--- src/rtl/nonrestoring_divider_if.sv ---
// Start/result handshake bundle for the sequential signed divider.
// The master side issues operands; the slave side (divider) returns results.
interface nonrestoring_divider_if #(
   parameter int WIDTH = 5
);
   logic                    start;
   logic signed [WIDTH-1:0] dividend;
   logic signed [WIDTH-1:0] divisor;
   logic                    busy;
   logic                    done;
   logic signed [WIDTH-1:0] quotient;
   logic signed [WIDTH-1:0] remainder;
   logic                    div_by_zero;

   modport master (
      output start, dividend, divisor,
      input  busy, done, quotient, remainder, div_by_zero
   );

   modport slave (
      input  start, dividend, divisor,
      output busy, done, quotient, remainder, div_by_zero
   );
endinterface

--- src/rtl/nonrestoring_divider.sv ---
// Sequential signed divider: non-restoring iteration on operand magnitudes,
// one quotient bit per clock, followed by a single sign fix-up cycle.
module nonrestoring_divider #(
   parameter int WIDTH = 5
) (
   input logic                   clk,
   input logic                   n_rst,
   nonrestoring_divider_if.slave bus
);
   localparam int CNT_W = $clog2(WIDTH + 1);
   localparam logic [WIDTH-1:0] ONE = WIDTH'(1);

   typedef enum logic [1:0] {
      IDLE = 2'd0,
      CAL  = 2'd1,
      FIX  = 2'd2
   } state_t;

   state_t state, state_nxt;
   logic [CNT_W-1:0] cnt;

   logic signed [WIDTH:0] rem_r;
   logic [WIDTH-1:0]      qr;
   logic [WIDTH-1:0]      dm;
   logic                  sn, sd, dz;

   logic signed [WIDTH:0] dm_ext;
   logic signed [WIDTH:0] shifted;
   logic signed [WIDTH:0] rem_step;
   logic signed [WIDTH:0] rem_fix;
   logic [WIDTH-1:0]      q_out;
   logic [WIDTH-1:0]      r_out;
   logic                  accept;

   function automatic logic [WIDTH-1:0] neg(input logic [WIDTH-1:0] v);
      return ~v + ONE;
   endfunction

   // |-2^(W-1)| = 2^(W-1) is still representable as a W-bit unsigned value.
   function automatic logic [WIDTH-1:0] mag(input logic [WIDTH-1:0] v);
      return v[WIDTH-1] ? neg(v) : v;
   endfunction

   assign accept   = (state == IDLE) && bus.start;
   assign bus.busy = (state == CAL) || (state == FIX);

   always_comb begin
      state_nxt = state;
      case (state)
         IDLE:    if (bus.start) state_nxt = CAL;
         CAL:     if (cnt == CNT_W'(WIDTH - 1)) state_nxt = FIX;
         FIX:     state_nxt = IDLE;
         default: state_nxt = IDLE;
      endcase
   end

   // Partial remainder stays within [-Dm, Dm), so W+1 signed bits never overflow.
   always_comb begin
      dm_ext   = $signed({1'b0, dm});
      shifted  = $signed({rem_r[WIDTH-1:0], qr[WIDTH-1]});
      rem_step = rem_r[WIDTH] ? (shifted + dm_ext) : (shifted - dm_ext);
      rem_fix  = rem_r[WIDTH] ? (rem_r + dm_ext) : rem_r;
      q_out    = dz ? '1 : ((sn ^ sd) ? neg(qr) : qr);
      r_out    = sn ? neg(rem_fix[WIDTH-1:0]) : rem_fix[WIDTH-1:0];
   end

   always_ff @(posedge clk or negedge n_rst) begin
      if (!n_rst) begin
         state           <= IDLE;
         cnt             <= '0;
         bus.done        <= 1'b0;
         bus.quotient    <= '0;
         bus.remainder   <= '0;
         bus.div_by_zero <= 1'b0;
      end else begin
         state    <= state_nxt;
         bus.done <= (state == FIX);
         if (accept)
            cnt <= '0;
         else if (state == CAL)
            cnt <= cnt + CNT_W'(1);
         if (state == FIX) begin
            bus.quotient    <= $signed(q_out);
            bus.remainder   <= $signed(r_out);
            bus.div_by_zero <= dz;
         end
      end
   end

   // Working registers are fully reloaded on every accept, so they carry no reset.
   always_ff @(posedge clk) begin
      if (accept) begin
         sn    <= bus.dividend[WIDTH-1];
         sd    <= bus.divisor[WIDTH-1];
         qr    <= mag(bus.dividend);
         dm    <= mag(bus.divisor);
         rem_r <= '0;
         dz    <= (bus.divisor == '0);
      end else if (state == CAL) begin
         rem_r <= rem_step;
         qr    <= {qr[WIDTH-2:0], ~rem_step[WIDTH]};
      end
   end
endmodule

--- src/flat_wrapper.sv ---
// flat-port wrapper written by rule: the top's interface ports become plain ports
module nonrestoring_divider_flat 
#(
   parameter int WIDTH = 5
)
  (clk, n_rst, bus_start, bus_dividend, bus_divisor, bus_busy, bus_done, bus_quotient, bus_remainder, bus_div_by_zero);
  nonrestoring_divider_if #(.WIDTH(WIDTH)) bus_i ();
  input logic clk;
  input logic n_rst;
  input wire logic [$bits(bus_i.start)-1:0] bus_start;
  input wire logic [$bits(bus_i.dividend)-1:0] bus_dividend;
  input wire logic [$bits(bus_i.divisor)-1:0] bus_divisor;
  output wire logic [$bits(bus_i.busy)-1:0] bus_busy;
  output wire logic [$bits(bus_i.done)-1:0] bus_done;
  output wire logic [$bits(bus_i.quotient)-1:0] bus_quotient;
  output wire logic [$bits(bus_i.remainder)-1:0] bus_remainder;
  output wire logic [$bits(bus_i.div_by_zero)-1:0] bus_div_by_zero;
  assign bus_i.start = bus_start;
  assign bus_i.dividend = bus_dividend;
  assign bus_i.divisor = bus_divisor;
  assign bus_busy = bus_i.busy;
  assign bus_done = bus_i.done;
  assign bus_quotient = bus_i.quotient;
  assign bus_remainder = bus_i.remainder;
  assign bus_div_by_zero = bus_i.div_by_zero;
  nonrestoring_divider #(.WIDTH(WIDTH)) u_core (.clk(clk), .n_rst(n_rst), .bus(bus_i));
endmodule
--- config.mk ---
export PLATFORM = sky130hd
export DESIGN_NAME = nonrestoring_divider_flat
export DESIGN_NICKNAME = d
export VERILOG_FILES = /design/src/rtl/nonrestoring_divider_if.sv /design/src/rtl/nonrestoring_divider.sv /design/src/flat_wrapper.sv
export SDC_FILE = /design/constraint.sdc
export NUM_CORES = 1
export LEC_CHECK = 0
export BUFFER_PORTS_ARGS = -buffer_cell sky130_fd_sc_hd__buf_2
export CORE_UTILIZATION = 55
export CTS_CLUSTER_SIZE = 16
export DETAILED_ROUTE_END_ITERATION = 16
export GPL_TIMING_DRIVEN = 0
export PLACE_DENSITY = 0.76
export RECOVER_POWER = 50
export SLEW_MARGIN = 20
export SYNTH_ARGS = -nofsm -noshare
export SYNTH_HDL_FRONTEND = slang
export SYNTH_SLANG_ARGS = --single-unit
--- constraint.sdc ---
create_clock -name clk -period 3.9 [get_ports clk]
set_input_delay 0.195 -clock clk [delete_from_list [all_inputs] [get_ports clk]]
set_output_delay 0.195 -clock clk [all_outputs]
set_load 0.02 [all_outputs]
After elaboration in Yosys (flattened, before gate mapping)
Index checks and enable logic that the tools add are counted.

storage, ports and cells
  flip-flop bits (word level) = 36
  output and inout port bits = 13
  input port bits = 13

cells by class
  add/sub/neg operators = 8
  eq/ne operators = 5
  reduce and logical (&&, ||, !) cells = 6
  bitwise operators = 6
  muxes and demuxes = 14

operator list
  cell                   number
  $mux W5                7
  $add A5 B1 Y5 const B  4
  $not A5 Y5             4
  $add A6 B6 Y6          1
  $mux W3                2
  $mux W6                1
  $sub A6 B6 Y6          1
  $add A5 B5 Y5          1
  $logic_not A5 Y1       1
  $mux W2                2
  $mux W4                1
  $pmux W2 S2            1
  $add A3 B1 Y3 const B  1
  $eq A3 B3 Y1 const B   1
  $eq A2 B1 Y1 const B   1
  $eq A2 B2 Y1 const B   1
  $logic_not A2 Y1       1
  $ne A2 B1 Y1 const B   1
  $ne A2 B2 Y1 const B   1
  $reduce_and A2 Y1      1
  $reduce_bool A2 Y1     1
  $logic_and A1 B1 Y1    1
  $logic_or A1 B1 Y1     1
  $not A1 Y1             1
  $xor A1 B1 Y1          1

Depth between registers and ports, before layout
Gate-level depths: netlist (run 1).

  depth after elaboration = 5
  gate-level depth with buffers = 11
  mapped depth without buffers = 11

Worst setup path after synthesis (run 1)
Ideal clock, no wire load.

  path kind = register to register
  from = register u_core.rem_r[0]
  to = register u_core.bus.remainder[4]
  stages on the path, launching flop included = 11
  clock period less this slack = 2.291 ns
  path buffers = 0
  arrival = 2.166 ns
  slack = 1.609 ns
  cell sequence = dfxtp_1 -> ha_1 -> inv_1 -> fa_1 -> nand2_1 -> o21ai_1 -> ha_1 -> nand2_1 -> o21ai_2 -> xor3_1 -> mux2_4

on the way
  longest elaborated chain between the ends = 5

ends and longest elaborated chain
  what                      RTL line                       source
  start: declaration        nonrestoring_divider.sv:22     logic signed [WIDTH:0] rem_r;
  start signal: assignment  nonrestoring_divider.sv:100    rem_r <= rem_step;
  $add A5 B5 Y5             nonrestoring_divider.sv:62     rem_fix = rem_r[WIDTH] ? (rem_r + dm_ext) : rem_r;
  $mux W5 *                 nonrestoring_divider.sv:62
  $not A5 Y5                nonrestoring_divider.sv:36     return ~v + ONE;
  $add A5 B1 Y5             nonrestoring_divider.sv:36
  $mux W5 *                 nonrestoring_divider.sv:64     r_out = sn ? neg(rem_fix[WIDTH-1:0]) : rem_fix[WIDTH-1:0];
  end signal: assignment    nonrestoring_divider.sv:84     bus.remainder <= $signed(r_out);
  end: declaration          nonrestoring_divider_if.sv:22  output busy, done, quotient, remainder, div_by_zero

Mark *: on every way between the ends. The rest lies on a longest branch, timed or not.
A chain may end at the register's enable or synchronous reset.

Final worst setup path (run 1)
  from = register u_core.dm[0]
  to = register u_core.bus.remainder[4]

on the way
  longest elaborated chain between the ends = 5

ends and longest elaborated chain
  what                      RTL line                    source
  start: declaration        nonrestoring_divider.sv:24  logic [WIDTH-1:0] dm;
  start signal: assignment  nonrestoring_divider.sv:96  dm <= mag(bus.divisor);
  $add A5 B5 Y5 *           nonrestoring_divider.sv:62
  $mux W5 *                 nonrestoring_divider.sv:62
  $not A5 Y5                nonrestoring_divider.sv:36
  $add A5 B1 Y5             nonrestoring_divider.sv:36
  $mux W5 *                 nonrestoring_divider.sv:64

Marked as above.

==> results.md, run 1 <==
* Synth cell count leaders: nor2_1, ha_1, a21oi_1
* Min-Delay Startpoint: bus_divisor[0]
* CTS tree: yes
* #FFs+latches synth at 36
* Largest net degree at the start of global routing at 18
* CP Max Fanout at 5
* Reg2reg path depth at 10
* Status: finished clean
* Main synth FF type: dfrtp_1
* CORE AREA at 3770 sq um
* Post-Syn Area at 2230 sq um
* # rows at 22
* Layout cell share with drive strength beyond 1 at 11.4%
* Unique masters post-synth at 40
* Final clock skew at 8.47 ps
* RSZ-0062 raised after global routing: false
* Yosys warns at 0
* Async SR Flop Fraction at 47.2%
* Fin worst setup slack at 1340 ps
* First-iteration detailed-routing DRC count at 84
* Clock tree sinks at 36
* Layout net count at 289
* Max Slew Vio Count at 0
* Synthesis-to-layout area growth at 11.7%
* Worst setup EP type: flop
* Number of antenna violations at the first check in global routing at 0
* # diodes at 0
* Max Freq at 0.390 GHz
* Num ports at 26
* DP HPWL at 3.13 mm
* Die Ht at 65.7 microns
* Max-cap violations at 0
* Crit Reg-Reg Startpoint: u_core.dm[0]
* Synth Net Count at 256
* DIE AREA at 4320 sq um
* Via density at 5.36
* Vias in the first global route at 1614
* Port Buffers at 25
* Arrival time at the worst endpoint at 2730 ps
* Via count at 1618
* Root Driver: clkbuf_8
* Final Cycle Share at 65.7%
* Die X at 65.7 microns
* Hold EP: u_core.dm[0]
* Rel. slew slack at 36.5%
* Worst hold path cell count at 1
* WL/cell at 13.4 microns
* TNS Setup at 0 ps
* Slew @ Worst Pin at 953 ps
* Residual DRC at 0
* Leakage at 1.12 nW
* Global Route Usage Sum at 21.2%
* First-pass GRT wire length at 6.95 mm
* Gpl congestion at 0.787
* H-tree depth at 2
* R2R Setup Slk at 1340 ps
* Overflow after GRT at 0
* Post-route ant nets at 0
* Worst skew pair latency at 280 ps
* Final hold violations at 0
* Reg clk slew, reported paths at 70 ps
* R2R Path End: u_core.bus.remainder[4]
* Overall routed net length at 4.04 mm
* Mapped Cells at 220
* Inserted Clock Buffers at 5
* Final number of setup-violating endpoints at 0
* Synth top area cells: dfrtp_1, edfxtp_1, ha_1, dfxtp_1, xnor2_1
* Fillers at 314
* Share of the synthesized area in the top cell type at 19.1%
* Final min period at 2560 ps
* Initial Util at 59.2%
* Fin Hold WS at 160 ps
* CP startpoint kind: flop
* Seq/Total Area, Yosys at 42.0%
* Dpl ws at 1350 ps
* Top-count cell post-synth: nor2_1
* Total power divided by cell area at 907 nW/um^2
* CP Class: flop to flop
* Clock Path Buffers at 2
* Number of synthesized flops with an enable pin at 13
* CP required at 4060 ps
* VDD IR max at 0.455 mV
* Router iterations before antenna repair at 4
* Avg Synthesized Cell Area at 10.1 sq um
* Min-delay worst type: input pin to flop
* Yosys top cell by area: dfrtp_1
==> how the worst max path moves through the flow <==
| stage | from | to | slack, ps | cells after the start |
|---|---|---|---|---|
| floorplan | u_core.rem_r[0] | u_core.bus.remainder[4] | 1610 | 10 |
| global route | u_core.dm[0] | u_core.bus.remainder[4] | 1140 | 10 |
| global placement | u_core.dm[0] | u_core.bus.remainder[4] | 1390 | 10 |
| finish | u_core.dm[0] | u_core.bus.remainder[4] | 1340 | 10 |
| CTS | u_core.dm[0] | u_core.bus.remainder[4] | 1330 | 10 |
| detailed placement | u_core.dm[0] | u_core.bus.remainder[4] | 1350 | 10 |
==> worst max-delay path, stage by stage, from the launching register on <==
cell and delay, ps:
edfxtp_1 470, ha_1 220, inv_1 60, fa_1 480, nand2_1 50, o21ai_1 150, ha_1 230, nand2_1 70
o21ai_2 130, xor3_1 330, mux2_4 260
==> cell families (layout without fill, tap and decap cells) <==
group	Yosys count	count (layout)	synth area share (%)
AOI/OAI and AO/OA	41	41	11.2
xor gates and xnor gates	23	23	9.70
adders and majority gates	23	23	13.6
buffers and inverters	23	57	4.32
DFF	36	36	42.0
muxes	13	13	6.45
and+or+nand+nor	61	61	12.8
==> layout make-up <==
class / count / area, sq um / share of cell area, %
inverters: 17 / 63.8 / 2.56
plain buffers: 6 / 32.5 / 1.31
clock buffers: 5 / 68.8 / 2.76
flip-flops and latches: 36 / 936 / 37.6
repair buffers: 26 / 114 / 4.57
multi-input cells: 161 / 1200 / 48.1
well taps: 48 / 60.1 / 2.41
clock inverters: 3 / 18.8 / 0.753
==> cells in the final DEF, fill, tap and decap left out, types with 5 or more instances in the layout <==
cell type,n
nor2_1,30
xor2_1,9
inv_1,16
dfxtp_1,6
ha_1,21
a21oi_1,19
mux2i_1,7
dfrtp_1,17
buf_2,10
o21ai_0,9
xnor2_1,13
edfxtp_1,13
clkbuf_1,19
clkbuf_8,5
nand2_1,15
==> per-stage QoR <==
step	total power (W)	area (sq um)	utilization, %	std cells
after floorplan	0.00174	2230	-	220
after global placement	0.00198	2420	64.1	293
after detailed placement	0.00202	2420	64.1	293
after CTS	0.00229	2510	66.7	302
after global routing	0.00247	2490	66.1	302
final	0.00226	2490	66.1	302
==> where the power goes <==
part	internal (W)	switching, W	leakage [nW]
combinational	0.000565	0.000717	0.686
clock	0.000124	0.000133	0.0479
sequential	0.000586	0.000135	0.384
total	0.00128	0.000985	1.12
==> routing by layer <==
layer / global-route usage [%] / vias up / wire [microns]
met2: 36.5 / 30 / 2020
met3: 3.65 / 2 / 170
met5: 0 / - / 0
met4: 5.71 / 0 / 21
met1: 27.0 / 771 / 1820
li1: - / 815 / -
==> flip-flops by register name, indices dropped and copies added (netlist names) <==
register / flops
u_core.dm: 5
u_core.bus.div_by_zero: 1
u_core.qr: 5
u_core.rem_r: 6
u_core.cnt: 3
u_core.dz: 1
u_core.sd: 1
u_core.state: 2
u_core.bus.remainder: 5
u_core.bus.done: 1
u_core.bus.quotient: 5
u_core.sn: 1
==> what timing repair did <==
| item | 4_1_cts | 5_1_grt |
|---|---|---|
| hold buffers | 1 | 0 |
| resized for setup | 0 | 0 |
| setup buffers | 0 | 0 |
| endpoints found under the hold margin | 17 | 0 |
Note: power is estimated with default switching activity, not from simulation.
==> inputs of run 2 (changes only) <==
Settings changed: ABC_AREA set to 1, CORE_UTILIZATION 55 to 53.
Clock period 3.9 ns to 2.3 ns, I/O delays scaled along.
==> results.md, run 2 <==
* Mapped Cells at 283
* Synth top area cells: dfrtp_1, edfxtp_1, ha_1, nand2_1, inv_1
* Fillers at 373
* Worst setup EP type: flop
* VDD IR max at 0.657 mV
* CP Max Fanout at 5
* CP required at 2340 ps
* Clock tree sinks at 36
* WP buf/inv at 1
* Largest net degree at the start of global routing at 18
* Total power divided by cell area at 1460 nW/um^2
* Max-cap violations at 0
* Arrival time at the worst endpoint at 2210 ps
* DIE AREA at 4610 sq um
* Number of synthesized flops with an enable pin at 13
* Max FFs per register at 6
* Slowest-stage cell, CP: edfxtp_1
* Commonest non-fill, non-tap cell in the layout: nand2_1
* Max Slew Vio Count at 0
* CP peak stage delay at 410 ps
* Met2 wire length at 2.01 mm
* WL/cell at 12.1 microns
* Reg clk slew, reported paths at 70 ps
* Rel. slew slack at 40.9%
* Max Freq at 0.461 GHz
* M1 wire length at 2.14 mm
* Final hold violations at 0
* Yosys warns at 0
* Highest routed layer: met4
* Slew @ Worst Pin at 887 ps
* Worst skew pair latency at 290 ps
* Layout cell share with drive strength beyond 1 at 9.12%
* Leakage at 1.26 nW
* Synth Net Count at 319
* Seq/Total Area, Yosys at 40.7%
* Number of antenna violations at the first check in global routing at 0
* Main synth FF type: dfrtp_1
* Initial Util at 56.3%
* Port Buffers at 25
* Unique masters post-synth at 34
* Placed inst area at 2490 sq um
* Fin Hold WS at 68.1 ps
* Via density at 5.16
* CTS tree: yes
* Share of the synthesized area in the top cell type at 18.5%
* Final Cycle Share at 94.3%
* Fin area at 2580 sq um
* Router iterations before antenna repair at 4
* Async SR Flop Fraction at 47.2%
* CP Class: flop to flop
* Clock Path Buffers at 2
* First-pass GRT wire length at 7.13 mm
* Met3 WL at 209 microns
* Overflow after GRT at 0
* H-tree depth at 2
* Num ports at 26
* Die X at 67.9 microns
* CP startpoint kind: flop
* Finished Core Util at 63.1%
* Vias in the first global route at 1673
* Overall routed net length at 4.45 mm
* Avg Synthesized Cell Area at 8.13 sq um
* #FFs+latches synth at 36
* Die Ht at 67.9 microns
* Final number of setup-violating endpoints at 0
* Inserted Clock Buffers at 5
* Synth cell count leaders: nand2_1, inv_1, nand3_1, o21ai_0, ha_1
* Yosys top cell by area: dfrtp_1
* # diodes at 0
* Commonest non-fill, non-tap cells in the layout: nand2_1, inv_1, o21ai_0, nand3_1
* Largest Register: u_core.rem_r
* Min-delay worst type: input pin to flop
* First-iteration detailed-routing DRC count at 78
* Status: finished clean
* Cell mode on critical path: nand3_1
* Final clock skew at 5.16 ps
* Post-route ant nets at 0
* Final min period at 2170 ps
* Layout net count at 353
* # rows at 23
* DP HPWL at 3.45 mm
* Via count at 1898
* Global Route Usage Sum at 21.4%
* Residual DRC at 0
* Root Driver: clkbuf_8
* Crit-path leading delay family: adder cells
* Top-count cell post-synth: nand2_1
* Synthesis-to-layout area growth at 12.1%
* CORE AREA at 4090 sq um
* Ordered list of cells on the worst path: inv_1 -> ha_2 -> a21oi_1 -> a22oi_1 -> ha_1 -> nand2_1 -> nand2_1 -> nand3_1 -> nand3_1 -> nand3_1 -> nand3_1 -> o21ai_1
* Gpl congestion at 0.845
* Post-Syn Area at 2300 sq um
-- run 2: cell count changes in the layout (fill, tap and decap cells not counted), moves of 3 or more --
cell	delta
nand2_1	+47
nand2b_1	-3
nand3_1	+20
mux2i_1	-7
xnor2_1	-8
nor2b_1	-4
nor2_1	-13
o21ai_0	+13
a21oi_1	-6
a31oi_1	+4
mux2_2	-4
inv_1	+28
-- run 2: final cells by class --
type	instances	area (sq um)	share of cell area, %
inverter	48	185	7.18
clock buffer	7	76.3	2.96
timing repair buffer	27	121	4.71
multi-input combinational	195	1160	45.0
sequential	36	936	36.3
clock inverter	1	8.76	0.340
buffer	4	27.5	1.07
tap	50	62.6	2.43
-- run 2: path summary, 6_finish.rpt --
path                                         start                      end  slack, ps  depth (start not counted)
min                                 bus_divisor[0]             u_core.dm[0]         70                          1
max in group asynchronous                    n_rst  u_core.bus.remainder[2]       1300                          2
min in group asynchronous                    n_rst  u_core.bus.remainder[1]        450                          2
max                                   u_core.dm[0]             u_core.qr[0]        130                         12
min reg2reg                u_core.bus.remainder[1]  u_core.bus.remainder[1]        480                          2
max reg2reg                           u_core.dm[0]             u_core.qr[0]        130                         12
-- run 2: power breakdown --
| group | internal (W) | total [W] | switching [W] | leakage (nW) |
|---|---|---|---|---|
| logic | 0.000785 | 0.00213 | 0.00134 | 0.845 |
| registers | 0.000987 | 0.00118 | 0.000197 | 0.372 |
| clock network | 0.000216 | 0.000449 | 0.000233 | 0.0424 |
| total | 0.00199 | 0.00376 | 0.00177 | 1.26 |
-- run 2: per-layer routing --
| layer | vias to the layer above | track usage [%] |
|---|---|---|
| met1 | 853 | 26.8 |
| met3 | 10 | 5.50 |
| met5 | - | 0 |
| li1 | 992 | - |
| met4 | 0 | 8.33 |
| met2 | 43 | 35.1 |
-- run 2: cells by family (layout without fill, tap and decap cells) --
family | Yosys count | count (layout) | synth area share (%)
buffers and inverters | 52 | 87 | 9.25
adder cells (fa/ha/maj) | 23 | 23 | 13.2
AO/OA/AOI/OAI | 48 | 48 | 11.8
flip-flops | 36 | 36 | 40.7
AND/OR/NAND/NOR | 112 | 112 | 20.6
XOR/XNOR | 12 | 12 | 4.57
-- run 2: timing repair --
item / in CTS / in global routing
setup endpoints to repair: 0 / 1
buffers inserted: 0 / 1
hold endpoints to repair: 17 / 0
gates resized for setup: 0 / 3
hold buffers: 1 / 0
-- run 2: through the flow --
stage	total power (W)	std cells	TNS (ps)	setup WS, ps
global placement	0.00326	358	0	155
CTS	0.00380	367	0	96.9
floorplan	0.00283	283	0	317
finish	0.00376	368	0	131
detailed placement	0.00334	358	0	107
global route	0.00414	368	-16.9	-14.2
